<file path="config.mk">
export PLATFORM = sky130hd
export DESIGN_NAME = vrf_writeback
export DESIGN_NICKNAME = d
export VERILOG_FILES = /design/src/rtl/vrf_writeback.sv
export SDC_FILE = /design/constraint.sdc
export NUM_CORES = 2
export LEC_CHECK = 0
export CORE_UTILIZATION = 29
export CTS_BUF_LIST = sky130_fd_sc_hd__clkbuf_4 sky130_fd_sc_hd__clkbuf_8 sky130_fd_sc_hd__clkbuf_16
export DETAILED_ROUTE_END_ITERATION = 7
export PLACE_DENSITY = 0.39
export REMOVE_ABC_BUFFERS = 1
export SKIP_LAST_GASP = 1
export SLEW_MARGIN = 10
export SYNTH_ARGS = -nofsm -noshare
export SYNTH_HDL_FRONTEND = slang
export SYNTH_SLANG_ARGS = --single-unit
</file>
<file path="constraint.sdc">
create_clock -name clk -period 4.5 [get_ports clk]
set_input_delay 0.9 -clock clk [delete_from_list [all_inputs] [get_ports clk]]
set_output_delay 0.9 -clock clk [all_outputs]
set_load 0.03 [all_outputs]
</file>
<file path="src/rtl/vrf_writeback.sv">
`default_nettype none
// vrf_writeback: ALU write-back stage. Each result is merged under a PPPWW mask into a 32 x 64-bit register file.
// Optional macro WB_BYPASS_EN forwards the pending W1 merge to the read ports. Rev 1.0
module vrf_writeback #(
  parameter int NREG = 32,
  parameter int DW   = 64
) (
  input  logic                     clk,
  input  logic                     reset,
  input  logic                     ALU_wr_en,
  input  logic [$clog2(NREG)-1:0]  ALU_rD,
  input  logic [4:0]               ALU_PPPWW,
  input  logic [DW-1:0]            ALU_output,
  input  logic [$clog2(NREG)-1:0]  ID_rA_addr,
  input  logic [$clog2(NREG)-1:0]  ID_rB_addr,
  input  logic                     ID_rA_used,
  input  logic                     ID_rB_used,
  output logic [DW-1:0]            ID_rA_data,
  output logic [DW-1:0]            ID_rB_data,
  output logic                     WB_hazard,
  output logic [15:0]              WB_commit_cnt
);

  localparam int AW = $clog2(NREG);

  logic [2:0]    w_ppp;
  logic [1:0]    w_ww;
  logic [DW-1:0] w_mask;
  logic [DW-1:0] w_merge;
  logic          w_a_alu;
  logic          w_b_alu;
  logic          w_a_w1;
  logic          w_b_w1;

  logic          r_w1_valid;
  logic [AW-1:0] r_w1_rd;
  logic [DW-1:0] r_w1_data;
  logic [DW-1:0] r_w1_mask;
  logic [DW-1:0] r_rf [NREG];
  logic [15:0]   r_cnt;

  assign w_ppp = ALU_PPPWW[4:2];
  assign w_ww  = ALU_PPPWW[1:0];

  // b is the big-endian bit index (0 = MSB); its subfield number is b / (8 << WW).
  always_comb begin
    w_mask = '0;
    for (int b = 0; b < DW; b++) begin
      case (w_ppp)
        3'd0:    w_mask[DW-1-b] = 1'b1;
        3'd1:    w_mask[DW-1-b] = (b < DW/2);
        3'd2:    w_mask[DW-1-b] = (b >= DW/2);
        3'd3:    w_mask[DW-1-b] = (((b >> (3 + int'(w_ww))) % 2) == 0);
        3'd4:    w_mask[DW-1-b] = (((b >> (3 + int'(w_ww))) % 2) == 1);
        default: w_mask[DW-1-b] = 1'b0;
      endcase
    end
  end

  assign w_merge = (r_rf[r_w1_rd] & ~r_w1_mask) | (r_w1_data & r_w1_mask);

  always_ff @(posedge clk) begin
    if (reset) begin
      r_w1_valid <= 1'b0;
      r_w1_rd    <= '0;
      r_w1_data  <= '0;
      r_w1_mask  <= '0;
      r_cnt      <= '0;
      for (int i = 0; i < NREG; i++) begin
        r_rf[i] <= '0;
      end
    end else begin
      r_w1_valid <= ALU_wr_en;
      if (ALU_wr_en) begin
        r_w1_rd   <= ALU_rD;
        r_w1_data <= ALU_output;
        r_w1_mask <= w_mask;
      end
      if (r_w1_valid) begin
        r_rf[r_w1_rd] <= w_merge;
        if ((|r_w1_mask) && (r_cnt != 16'hFFFF)) begin
          r_cnt <= r_cnt + 16'd1;
        end
      end
    end
  end

  assign w_a_alu = ID_rA_used && ALU_wr_en && (ID_rA_addr == ALU_rD);
  assign w_b_alu = ID_rB_used && ALU_wr_en && (ID_rB_addr == ALU_rD);
  assign w_a_w1  = r_w1_valid && (ID_rA_addr == r_w1_rd);
  assign w_b_w1  = r_w1_valid && (ID_rB_addr == r_w1_rd);

`ifdef WB_BYPASS_EN
  assign ID_rA_data = w_a_w1 ? w_merge : r_rf[ID_rA_addr];
  assign ID_rB_data = w_b_w1 ? w_merge : r_rf[ID_rB_addr];
  assign WB_hazard  = w_a_alu || w_b_alu;
`else
  assign ID_rA_data = r_rf[ID_rA_addr];
  assign ID_rB_data = r_rf[ID_rB_addr];
  assign WB_hazard  = w_a_alu || w_b_alu || (ID_rA_used && w_a_w1) || (ID_rB_used && w_b_w1);
`endif

  assign WB_commit_cnt = r_cnt;

endmodule
`default_nettype wire

</file>
==> impl_results.md <==
- Worst r2r path cells: 6
- GR Util met3: 0.0556
- Yosys reg bits: 2147
- Mapped Area: 0.131 sq mm
- Hold path cells: 2
- Port Buffers: 233
- Data arrival, critical path: 3440 ps
- DR vias: 99100
- Worst path bufs/invs: 4
- First-pass GRT wire length: 894000 um
- Largest net degree at the start of global routing: 93
- H-tree levels: 5
- Vert. Die Dim: 675 um
- Most frequent cells in the layout: 2048 x edfxtp_1, 1622 x mux4_2, 1024 x a21oi_1
- Die W: 675 um
- Die area: 0.455 sq mm
- Root buf cell: clkbuf_16
- Critical Path, Cell by Cell: buf_8, buf_12, buf_12, mux4_2, mux4_2, mux2_2, buf_4
- Seq/Total Area, Yosys: 0.484
- Final min period: 4340 ps
- Antenna viol nets, final: 0
- Critical path class: in2out
- Met2 Use GR: 0.461
- Crit start category: input port
- Leak: 49.7 nW
- I/O pin total: 234
- Worst setup EP type: output port
- FFs w/ async S/R, synth: 0
- Via-per-instance ratio: 6.45
- Critical Path Fanout Max: 36
- Initial DRT Pass Iterations: 6
- Fmax achieved: 231 MHz
- Drt wl/cell: 43.5 um
- Clk_lat worst skew: 960 ps
- GRT Total Usage: 0.287
- Initial antenna violation count: 36
- Reg clk slew, reported paths: 50 ps
- TNS Setup: 0 ps
- Area leader, netlist: edfxtp_1
- Slowest CP cell: mux4_2
- WP depth: 7
- Status: completed
- Syn_area_per_cell: 14.7 sq um
- # Max-Cap Violations: 0
- YS warnings: 8
- Final setup fails: 0
- PnR Total Power: 56.7 mW
- Grt total ovfl: 0
- Num CTS Buffers: 283
- Period Utilization, post-route: 0.964
- Grt met1 use: 0.380
- Drt drc: 0
- Row cnt: 246
- DP HPWL: 397000 um
- Fill cells: 43100
- Non-filler cells, final: 15400
- # hold bufs at CTS: 0
- Final hold vios: 0
- CTS Sinks: 2147
- Synth unique cells: 86
- EDFF count, synth: 2048
- Slew headroom: 0.0643
- Area contributors post-synth: edfxtp_1 47%, mux4_2 28%, a21oi_1 3.9%
- HP Class: in2reg
- Mapped Cells: 8923
- Layout cell share with drive strength beyond 1: 0.357
- Commonest non-fill, non-tap cell in the layout: edfxtp_1
- Setup repair bufs after CTS: 0
- Placed cells: 14800
- Clock skew: 44.1 ps
- CTS tree: yes
- Initial Util: 0.292
- RSZ-0062 raised after global routing: false
- GR peak layer: met2
- Syn-to-layout area delta: 17.6%
- Critical path's top delay family: multiplexers
- RePlAce Congestion: 0.858
- WL final: 668000 um
- Top-area cell type share of the netlist area: 0.469
- Core Footprint: 0.450 sq mm
- Slew @ Worst Pin: 1400 ps
- CP Data Required Time: 3600 ps
- Clock tree buffer depth: 4
- Nets: 9264
- Power Density: 368 mW/mm^2
- Max VDD drop: 297 uV
- Top_reg_cell synth: edfxtp_1
- Post-CTS sizing: 0
- Initial drt markers: 14100
- Count of final max-slew check failures: 0
- CP max stage delay: 570 ps
- Number of global-route vias before repair: 99100
## flip-flops by register name (all words and copies together), names as in the netlist, named ones only
name           flops
r_rf            2048
r_w1_mask          8
r_w1_data         64
r_w1_rd            5
r_w1_valid         1
WB_commit_cnt     16
## cell usage after synthesis, drive strengths merged (47+ instances only)
| master | count |
|---|---|
| nand3 | 134 |
| dfxtp | 99 |
| a21oi | 1024 |
| o22ai | 69 |
| nor4 | 63 |
| mux2 | 256 |
| a211oi | 85 |
| nor3b | 152 |
| a32oi | 133 |
| mux2i | 350 |
| nand2 | 138 |
| nor2 | 772 |
| mux4 | 1638 |
| nor3 | 435 |
| clkbuf | 580 |
| inv | 47 |
| o21a | 65 |
| edfxtp | 2048 |
| buf | 331 |
| nand2b | 89 |
## path summary, 6_finish.rpt
kind                                        start                 to  slack, ps
worst max register to register           register        r_rf[7][20]        620
worst max-delay path                ID_rB_addr[0]     ID_rB_data[44]        160
worst min-delay path                        reset       r_w1_data[3]        310
worst min register to register  WB_commit_cnt[15]  WB_commit_cnt[15]        500
## logic make-up (layout without fill, tap and decap cells)
| family | after synthesis | after routing | synth area share |
|---|---|---|---|
| muxes | 2244 | 2244 | 0.330 |
| adders and majority gates | 5 | 5 | 0.000477 |
| buffers and inverters | 972 | 1445 | 0.0339 |
| other | 0 | 9 | 0 |
| xor gates and xnor gates | 34 | 34 | 0.00227 |
| DFF | 2147 | 2147 | 0.484 |
| and+or+nand+nor | 1882 | 1882 | 0.0692 |
| AOI/OAI and AO/OA | 1639 | 1639 | 0.0799 |
## area by class of cell
type / count / area, sq um / share of cell area
Inverter: 47 / 181 / 0.00118
Tap cell: 5952 / 7450 / 0.0483
Antenna cell: 9 / 22.5 / 0.000146
Clock inverter: 148 / 1470 / 0.00950
Clock buffer: 363 / 7870 / 0.0510
Sequential cell: 2147 / 63500 / 0.412
Timing Repair Buffer: 887 / 9880 / 0.0641
Multi-Input combinational cell: 5804 / 63900 / 0.414
## through the flow
step	setup WS (ps)	hold WS, ps	area (sq um)	util
global placement	158	478	145000	0.322
global route	90.6	304	154000	0.343
finish	163	306	154000	0.343
floorplan	-22180	451	127000	-
CTS	149	244	154000	0.343
detailed placement	159	493	145000	0.322
## worst register-to-register path: cells and delay by family, from the launching register on
family | cells | cell delay (ps)
muxes | 1 | 770
AOI/OAI and AO/OA | 3 | 1340
and+or+nand+nor | 1 | 120
buffers and inverters | 1 | 540
DFF | 1 | 770
## power breakdown
part | total, mW | leakage [nW] | switching (mW) | internal, mW
logic | 9.91 | 23.1 | 6.04 | 3.86
clock network | 23.5 | 4.62 | 9.85 | 13.6
registers | 23.3 | 21.9 | 0.760 | 22.6
## metal layers
layer  routed length (um)  part of all wire
met1               264000              0.40
met2               311000              0.47
met3                60200             0.090
met4                32400             0.049
met5                   44          0.000066
Power figures use the tool's default switching activity.
